### src/rtl/app_echo_pkg.sv
// Shared FSM type, depth limit and width helper for the echo application buffer.
package app_echo_pkg;
  typedef enum logic [1:0] {
    ST_IDLE    = 2'd0,
    ST_RX      = 2'd1,
    ST_TX_LOAD = 2'd2,
    ST_TX      = 2'd3
  } echo_state_e;

  localparam int APP_ECHO_MAX_DEPTH = 256;

  // Bits needed to hold a byte count in the range 0..depth inclusive.
  function automatic int len_w(input int depth);
    return $clog2(depth) + 1;
  endfunction
endpackage

### src/rtl/app_echo_bank_ram.sv
// Two-bank byte buffer: one write port, one synchronous read port, no reset,
// so it can be swapped for a foundry SRAM macro. Address MSB selects the bank.
module app_echo_bank_ram #(
  parameter int DEPTH = 32,
  parameter int AW    = $clog2(DEPTH)
) (
  input  logic          clk,
  input  logic          we,
  input  logic [AW:0]   waddr,
  input  logic [7:0]    wdata,
  input  logic [AW:0]   raddr,
  output logic [7:0]    rdata
);
  logic [7:0] mem [2*DEPTH];
  logic [7:0] rdata_q;

  always_ff @(posedge clk) begin
    if (we) mem[waddr] <= wdata;
    rdata_q <= mem[raddr];
  end

  assign rdata = rdata_q;
endmodule

### src/rtl/app_echo_buffer.sv
// Echo application: captures each received INF into a ping-pong bank and replays it.
// Optional APP_ECHO_LEN_PREFIX_EN prefixes every reply with its payload length byte.
module app_echo_buffer
  import app_echo_pkg::*;
#(
  parameter int BUFF_DEPTH = 32,
  parameter int ADDR_W     = $clog2(BUFF_DEPTH)
) (
  input  logic       clk,
  input  logic       rst_n,
  input  logic       rx_soc,
  input  logic       rx_eoc,
  input  logic [7:0] rx_data,
  input  logic       rx_data_valid,
  input  logic       rx_error,
  input  logic       app_resend_last,
  output logic [7:0] tx_data,
  output logic       tx_data_valid,
  output logic       tx_last_byte,
  input  logic       tx_req,
  output logic       busy
);
  localparam int LEN_W = len_w(BUFF_DEPTH);
  localparam logic [LEN_W-1:0] DEPTH_LEN = LEN_W'(BUFF_DEPTH);
  localparam logic [LEN_W-1:0] ONE_LEN   = LEN_W'(1);
`ifdef APP_ECHO_LEN_PREFIX_EN
  localparam logic PREFIX_EN = 1'b1;
`else
  localparam logic PREFIX_EN = 1'b0;
`endif

  echo_state_e       state_q, state_d;
  logic              wr_bank_q, wr_bank_d;
  logic [LEN_W-1:0]  wr_ptr_q, wr_ptr_d;
  logic              ovf_q, ovf_d;
  logic [LEN_W-1:0]  reply_len_q, reply_len_d;
  logic              reply_valid_q, reply_valid_d;
  logic [ADDR_W-1:0] rd_ptr_q, rd_ptr_d;
  logic              tx_valid_q, tx_valid_d;
  logic              prefix_q, prefix_d;

  logic              ram_we;
  logic [7:0]        ram_rdata;
  logic [LEN_W-1:0]  rx_cnt;
  logic              rx_ovf;
  logic              at_last;

  app_echo_bank_ram #(.DEPTH(BUFF_DEPTH), .AW(ADDR_W)) u_ram (
    .clk   (clk),
    .we    (ram_we),
    .waddr ({wr_bank_q, wr_ptr_q[ADDR_W-1:0]}),
    .wdata (rx_data),
    .raddr ({~wr_bank_q, rd_ptr_q}),
    .rdata (ram_rdata)
  );

  // The reply bank is always the one not being written; it is read every cycle at rd_ptr.
  assign at_last = !prefix_q && ({1'b0, rd_ptr_q} == (reply_len_q - ONE_LEN));

  // Handshake: a byte is offered while tx_data_valid is high and is consumed by a
  // one-cycle tx_req; tx_req while tx_data_valid is low has no effect.
  always_comb begin
    state_d       = state_q;
    wr_bank_d     = wr_bank_q;
    wr_ptr_d      = wr_ptr_q;
    ovf_d         = ovf_q;
    reply_len_d   = reply_len_q;
    reply_valid_d = reply_valid_q;
    rd_ptr_d      = rd_ptr_q;
    tx_valid_d    = tx_valid_q;
    prefix_d      = prefix_q;
    ram_we        = 1'b0;
    rx_cnt        = wr_ptr_q;
    rx_ovf        = ovf_q;

    if (rx_soc) begin
      // Start of a new INF wins over everything, including an active reply.
      state_d    = ST_RX;
      wr_ptr_d   = '0;
      ovf_d      = 1'b0;
      tx_valid_d = 1'b0;
      prefix_d   = 1'b0;
    end else begin
      case (state_q)
        ST_IDLE: begin
          if (app_resend_last && reply_valid_q) begin
            state_d  = ST_TX_LOAD;
            rd_ptr_d = '0;
          end
        end
        ST_RX: begin
          if (rx_data_valid) begin
            if (wr_ptr_q == DEPTH_LEN) begin
              rx_ovf = 1'b1;
            end else begin
              ram_we = 1'b1;
              rx_cnt = wr_ptr_q + ONE_LEN;
            end
          end
          wr_ptr_d = rx_cnt;
          ovf_d    = rx_ovf;
          if (rx_eoc) begin
            if (!rx_error && !rx_ovf && (rx_cnt != '0)) begin
              wr_bank_d     = ~wr_bank_q;
              reply_len_d   = rx_cnt;
              reply_valid_d = 1'b1;
              rd_ptr_d      = '0;
              state_d       = ST_TX_LOAD;
            end else begin
              state_d = ST_IDLE;
            end
          end
        end
        ST_TX_LOAD: begin
          state_d    = ST_TX;
          tx_valid_d = 1'b1;
          prefix_d   = PREFIX_EN;
        end
        ST_TX: begin
          if (!tx_valid_q) begin
            tx_valid_d = 1'b1;
          end else if (tx_req) begin
            tx_valid_d = 1'b0;
            if (at_last) state_d = ST_IDLE;
            else if (prefix_q) prefix_d = 1'b0;
            else rd_ptr_d = rd_ptr_q + ADDR_W'(1);
          end
        end
        default: state_d = ST_IDLE;
      endcase
    end
  end

  always_ff @(posedge clk or negedge rst_n) begin
    if (!rst_n) begin
      state_q       <= ST_IDLE;
      wr_bank_q     <= 1'b0;
      wr_ptr_q      <= '0;
      ovf_q         <= 1'b0;
      reply_len_q   <= '0;
      reply_valid_q <= 1'b0;
      rd_ptr_q      <= '0;
      tx_valid_q    <= 1'b0;
      prefix_q      <= 1'b0;
    end else begin
      state_q       <= state_d;
      wr_bank_q     <= wr_bank_d;
      wr_ptr_q      <= wr_ptr_d;
      ovf_q         <= ovf_d;
      reply_len_q   <= reply_len_d;
      reply_valid_q <= reply_valid_d;
      rd_ptr_q      <= rd_ptr_d;
      tx_valid_q    <= tx_valid_d;
      prefix_q      <= prefix_d;
    end
  end

  // Outputs depend only on flops; the length prefix encodes 256 as 0x00 by truncation.
  assign tx_data       = !tx_valid_q ? 8'h00 : (prefix_q ? 8'(reply_len_q) : ram_rdata);
  assign tx_data_valid = tx_valid_q;
  assign tx_last_byte  = tx_valid_q && at_last;
  assign busy          = (state_q != ST_IDLE);
endmodule

### config.mk
export PLATFORM = sky130hd
export DESIGN_NAME = app_echo_buffer
export DESIGN_NICKNAME = d
export VERILOG_FILES = /design/src/rtl/app_echo_pkg.sv /design/src/rtl/app_echo_bank_ram.sv /design/src/rtl/app_echo_buffer.sv
export SDC_FILE = /design/constraint.sdc
export NUM_CORES = 1
export LEC_CHECK = 0
export BUFFER_PORTS_ARGS = -buffer_cell sky130_fd_sc_hd__buf_2
export CAP_MARGIN = 5
export CORE_ASPECT_RATIO = 1.75
export CORE_MARGIN = 2
export CORE_UTILIZATION = 60
export CTS_CLUSTER_SIZE = 20
export DETAILED_ROUTE_END_ITERATION = 6
export PLACE_DENSITY = 0.76
export SLEW_MARGIN = 15
export SYNTH_ARGS = -nofsm -noshare
export SYNTH_HDL_FRONTEND = slang
export SYNTH_SLANG_ARGS = --single-unit
export TNS_END_PERCENT = 20
### constraint.sdc
create_clock -name clk -period 4.2 [get_ports clk]
set_input_delay 0.63 -clock clk [delete_from_list [all_inputs] [get_ports clk]]
set_output_delay 0.63 -clock clk [all_outputs]
set_load 0.1 [all_outputs]
# Word level (Yosys, flattened, before mapping)
# Memory sizes are Yosys's and may differ from the RTL's. A register that Yosys moved wholly into a read port is not among the register bits.
# Cells that the tools add are included.
dict set report word_totals {
  mem_bits_rw 512
  out_inout_bits 11
  reg_bits 24
  n_memories 1
}
# memory words word_bits rd rd_ports_with_merged_regs wr line_no
set memory_table {}
lappend memory_table {u_ram.mem 64 8 1 1 1 app_echo_bank_ram.sv:14} ;# logic [7:0] mem [2*DEPTH];
dict set report classes {
  muxes 45
  add_sub_neg 3
  n_reduce_logical 18
  eq_ne 18
  n_bitwise 2
}
# cell n
set ops {}
lappend ops {{6-bit two-way mux} 6}
lappend ops {{5-bit two-way mux} 7}
lappend ops {{1-bit two-way mux} 19}
lappend ops {{3-bit inequality test (second input constant)} 6}
lappend ops {{8-bit two-way mux} 2}
lappend ops {{5-bit case mux with 3 select lines} 1}
lappend ops {{2-bit two-way mux} 7}
lappend ops {{2-bit inequality test (second input constant)} 7}
lappend ops {{9-bit AND reduction} 1}
lappend ops {{2-bit case mux with 4 select lines} 1}
lappend ops {{4-bit AND reduction} 2}
lappend ops {{6-bit by 1-bit adder with 6-bit output (second input constant)} 1}
lappend ops {{5-bit by 6-bit == test with 1-bit output} 1}
lappend ops {{6-bit == test (second input constant)} 1}
lappend ops {{3-bit nonzero test} 2}
lappend ops {{6-bit nonzero test} 1}
lappend ops {{6-bit by 1-bit subtractor with 6-bit output (second input constant)} 1}
lappend ops {{5-bit by 1-bit adder with 5-bit output (second input constant)} 1}
lappend ops {{1-bit logical AND} 5}
lappend ops {{5-bit AND reduction} 1}
lappend ops {{2-bit == test (second input constant)} 2}
lappend ops {{1-bit case mux with 2 select lines} 2}
lappend ops {{2-bit nonzero test} 2}
lappend ops {{1-bit zero test} 3}
lappend ops {{other kinds (3)} 4}

# Depth between registers and ports, before layout
dict set report logic_depth {
  depth_word 12
  depth_mapped 10
  ltp_nobuf 8
}

# By module
# From an unflattened synthesis, not the netlist that was laid out.
dict set report unflattened {
  cells_unflattened 1125
  area_unflattened_um2 21851.0
}
# mod area_each_um2 instances cells_per_inst
set modules_own_cells {}
lappend modules_own_cells {app_echo_bank_ram 20166.8 1 940}
lappend modules_own_cells {app_echo_buffer 1684.1 1 185}

# Worst setup path before layout
# Ideal clock, no wire load.
dict set report synth_timing {
  kind {register to output}
  startpoint {register reply_len_q[0]}
  endpoint {output tx_last_byte}
  slack_ps 1160
  path_stages_with_launch 6
  n_path_buf 0
  t_arrival_ps 2410
  path_cell_list {dfrtp_1 nor3_1 mux2_2 or4_4 nor2_4 and2_1}
}
dict set report synth_via {
  elab_chain_len 4
}
# element line_no
set synth_rtl {}
lappend synth_rtl {{start: declaration} app_echo_buffer.sv:36} ;# logic [LEN_W-1:0] reply_len_q, reply_len_d;
lappend synth_rtl {{start signal: assignment} app_echo_buffer.sv:150} ;# reply_len_q <= reply_len_d;
lappend synth_rtl {{6-bit by 1-bit subtractor with 6-bit output} app_echo_buffer.sv:58} ;# assign at_last = !prefix_q && ({1'b0, rd_ptr_q} == (reply_len_q - ONE_LEN));
lappend synth_rtl {{5-bit by 6-bit == test with 1-bit output} app_echo_buffer.sv:58}
lappend synth_rtl {{1-bit logical AND} app_echo_buffer.sv:58}
lappend synth_rtl {{1-bit logical AND} app_echo_buffer.sv:161} ;# assign tx_last_byte = tx_valid_q && at_last;
lappend synth_rtl {{end: declaration} app_echo_buffer.sv:19} ;# output logic tx_last_byte,
# Every way passes these cells.

# Final worst setup path
# Same ends and word-level chain as after synthesis.

==> impl_metrics.yaml <==
outcome:
  outcome: "finished, final reports clean"
critical_path:
  cp_cell_sequence: "inv_1 -> ha_1 -> xor2_1 -> nand3_1 -> or4_4 -> nor2_4 -> and2_1 -> buf_2"
  cp.required_ns: 3.57
  critPathMaxStageDelay_ns: 0.54
  cp_top_family: "simple AND/OR/NAND/NOR gates"
  critPathKind: "reg2out"
  startpoint_type: "flip-flop"
  cp_data_arrival_time_ns: 2.92
  cp_num_buf_inv: 2
  cp-end-kind: "output pin"
  cp_max_fo: 7
  cp_slowest_cell: "or4_4"
logic_synthesis:
  yosys.area.top_type: "edfxtp_1"
  synth.yosys.warnings: 0
  yosysUniqueCellTypes: 49
  ys_seq_area_frac: 0.7480
  ys_ff_latch: 543
  synth_area_um2: 21540
  async_reset_ff_frac: 0.04236
  synth_cells: 1025
  synth_most_common_cell: "edfxtp_1"
  synth_top_area_share: 0.7139
  synth.cells.most_frequent: "512 x edfxtp_1, 160 x mux4_2, 80 x nor2_1"
  syn_nets: 1050
  syn_area_per_cell_um2: 21.01
  synth_edf_count: 512
  synthFlopType: "edfxtp_1"
  ys_top_cells_by_area: "edfxtp_1 71%, mux4_2 17%, dfrtp_1 2.7%"
clocking:
  cts_buffer_depth: 3
  cts_resized: 0
  clock-root-buffer: "clkbuf_16"
  clk-insertion-delay-late_ns: 0.56
  clk_pin_slew_worst_paths_ns: 0.07
  cts_tree: "done"
  numClockSinks: 543
  cts_setup_buffers: 0
  htree_levels: 2
  cts_hold_buf: 0
  cts_buffers: 44
place:
  dp.cells: 1475
  io_buffers: 26
  dpl.hpwl_mm: 30.41
  gp_routability_congestion: 0.8721
  dpl-instance-area_um2: 22130
  dp_slack_ns: 0.9817
detailed_routing:
  via_count: 10209
  drt_wl_total_mm: 48.48
  drt.antenna.violating_nets: 0
  post_drt_wl_per_cell_um: 31.14
  drc: 0
  first_pass_iters: 5
  viasPerCell: 6.557
  drt_iter0_markers: 1002
floorplanning:
  core-area_um2: 35300
  rows: 91
  die_h_um: 254.6
  pin_count: 27
  dieArea_um2: 37490
  initial_core_util: 0.6102
  die_width_um: 147.2
grt:
  met3_usage: 0.03327
  grt_pass1_wl_mm: 71.10
  gr-usage-all-layers: 0.2677
  grt_pass1_vias: 10584
  top_usage_layer: "met2"
  antenna_found_initial: 0
  grt_max_degree: 133
  gr-usage-met1: 0.3216
  grt_overflow: 0
  grt_use_met2: 0.4869
sta:
  rsz0062_at_grt: "no"
  slew_violations: 0
  fin_crit_sh: 0.8447
  period_minus_slack_ns: 3.548
  setup_viol: 0
  hold_viol: 0
  relSlewSlack: 0.3107
  finClkSkew_ns: 0.01598
  worst_pin_slew_ns: 1.034
  whs_ns: 0.05738
  max_freq_mhz: 281.9
  setup_slack_ns: 0.6524
  setup_tns_ns: 0
pwr:
  switching_power_mw: 3.664
  pwr-share-clk: 0.314
  finalPower_mw: 13.30
  p_seq_frac: 0.465
  p_int_mw: 9.639
  netSwitchingFraction: 0.2754
  powerDensity_nw_per_um2: 563.9
  power_frac_comb: 0.221
  p_leak_nw: 7.319
  ir_drop_v: 0.0003169
final_layout:
  multi_input_area_um2: 5080
  finish.instance_area_um2: 23590
  seqCellArea_um2: 16120
  final_cells: 1557
  area_growth_pct: 9.539
  final_nets: 1081
  utilization: 0.6684
  drive_gt1_frac: 0.2628
  antenna_cells: 0
  nFillCells: 2231
hold_path:
  hp-class: "in2async"
run:
  drv_cap: 0
[path summary, 6_finish.rpt]
path                                      from               end  slack (ns)  depth (start not counted)
worst max-delay path            reply_len_q[0]      tx_last_byte        0.65                          8
worst min register to register   reply_valid_q     reply_valid_q        0.47                          1
min in group clk                        tx_req     tx_data_valid        0.43                          3
worst min-delay path                     rst_n       rd_ptr_q[4]        0.06                          1
max in group asynchronous                rst_n       rd_ptr_q[0]        3.72                          1
worst max register to register     wr_ptr_q[0]  u_ram.mem[25][3]        0.91                          9
[sequential cells by signal (all words and copies together) (netlist names)]
register / count
ovf_q: 1
wr_bank_q: 1
state_q: 2
rd_ptr_q: 5
reply_len_q: 6
u_ram.rdata: 8
reply_valid_q: 1
wr_ptr_q: 6
u_ram.mem: 512
tx_data_valid: 1
[cell type report]
type | instances | area share
Inverter | 16 | 0.002546
Clock buffer | 50 | 0.04853
Sequential cell | 543 | 0.6833
Multi-Input combinational cell | 407 | 0.2153
Tap cell | 465 | 0.02466
Timing Repair Buffer | 44 | 0.01241
Clock inverter | 32 | 0.01326
[cell families (layout without fill, tap and decap cells)]
family / count (synthesis) / after routing / share of synthesized area
AOI/OAI and AO/OA: 47 / 47 / 0.01615
xor gates and xnor gates: 16 / 16 / 0.006507
adders and majority gates: 9 / 9 / 0.005229
buffers and inverters: 75 / 142 / 0.01609
DFF: 543 / 543 / 0.7480
muxes: 169 / 169 / 0.1717
and+or+nand+nor: 166 / 166 / 0.03625
[layout by cell type (no fill, tap or decap), drive strengths merged, types with 5 or more instances in the layout]
master / synthesis / layout
buf: 34 / 44
edfxtp: 512 / 512
clkinvlp: 0 / 6
o21ai: 5 / 5
xor2: 9 / 9
dfxtp: 8 / 8
or3: 6 / 6
ha: 9 / 9
dfrtp: 23 / 23
clkinv: 1 / 17
nor2: 81 / 81
xnor2: 7 / 7
a22oi: 17 / 17
a21oi: 5 / 5
nand3: 12 / 12
nor3: 10 / 10
nand2: 20 / 20
mux4: 160 / 160
mux2i: 5 / 5
bufinv: 0 / 5
and2: 11 / 11
clkbuf: 25 / 50
nand2b: 5 / 5
inv: 15 / 20
[layer usage]
layer	share of wire	vias up
met5	0	-
met2	0.56	500
met1	0.34	5326
li1	-	4271
met3	0.053	112
met4	0.049	0
[power groups by stage]
| stage | logic (mW) | clock network, mW | registers (mW) |
|---|---|---|---|
| after CTS | 2.96 | 4.23 | 6.19 |
| after global routing | 3.10 | 4.41 | 6.20 |
| after detailed placement | 2.94 | 0 | 6.30 |
| after global placement | 2.91 | 0 | 6.29 |
| after floorplan | 2.27 | 0 | 6.23 |
| final | 2.94 | 4.18 | 6.19 |
No activity file was read; power rests on OpenSTA's default activity.
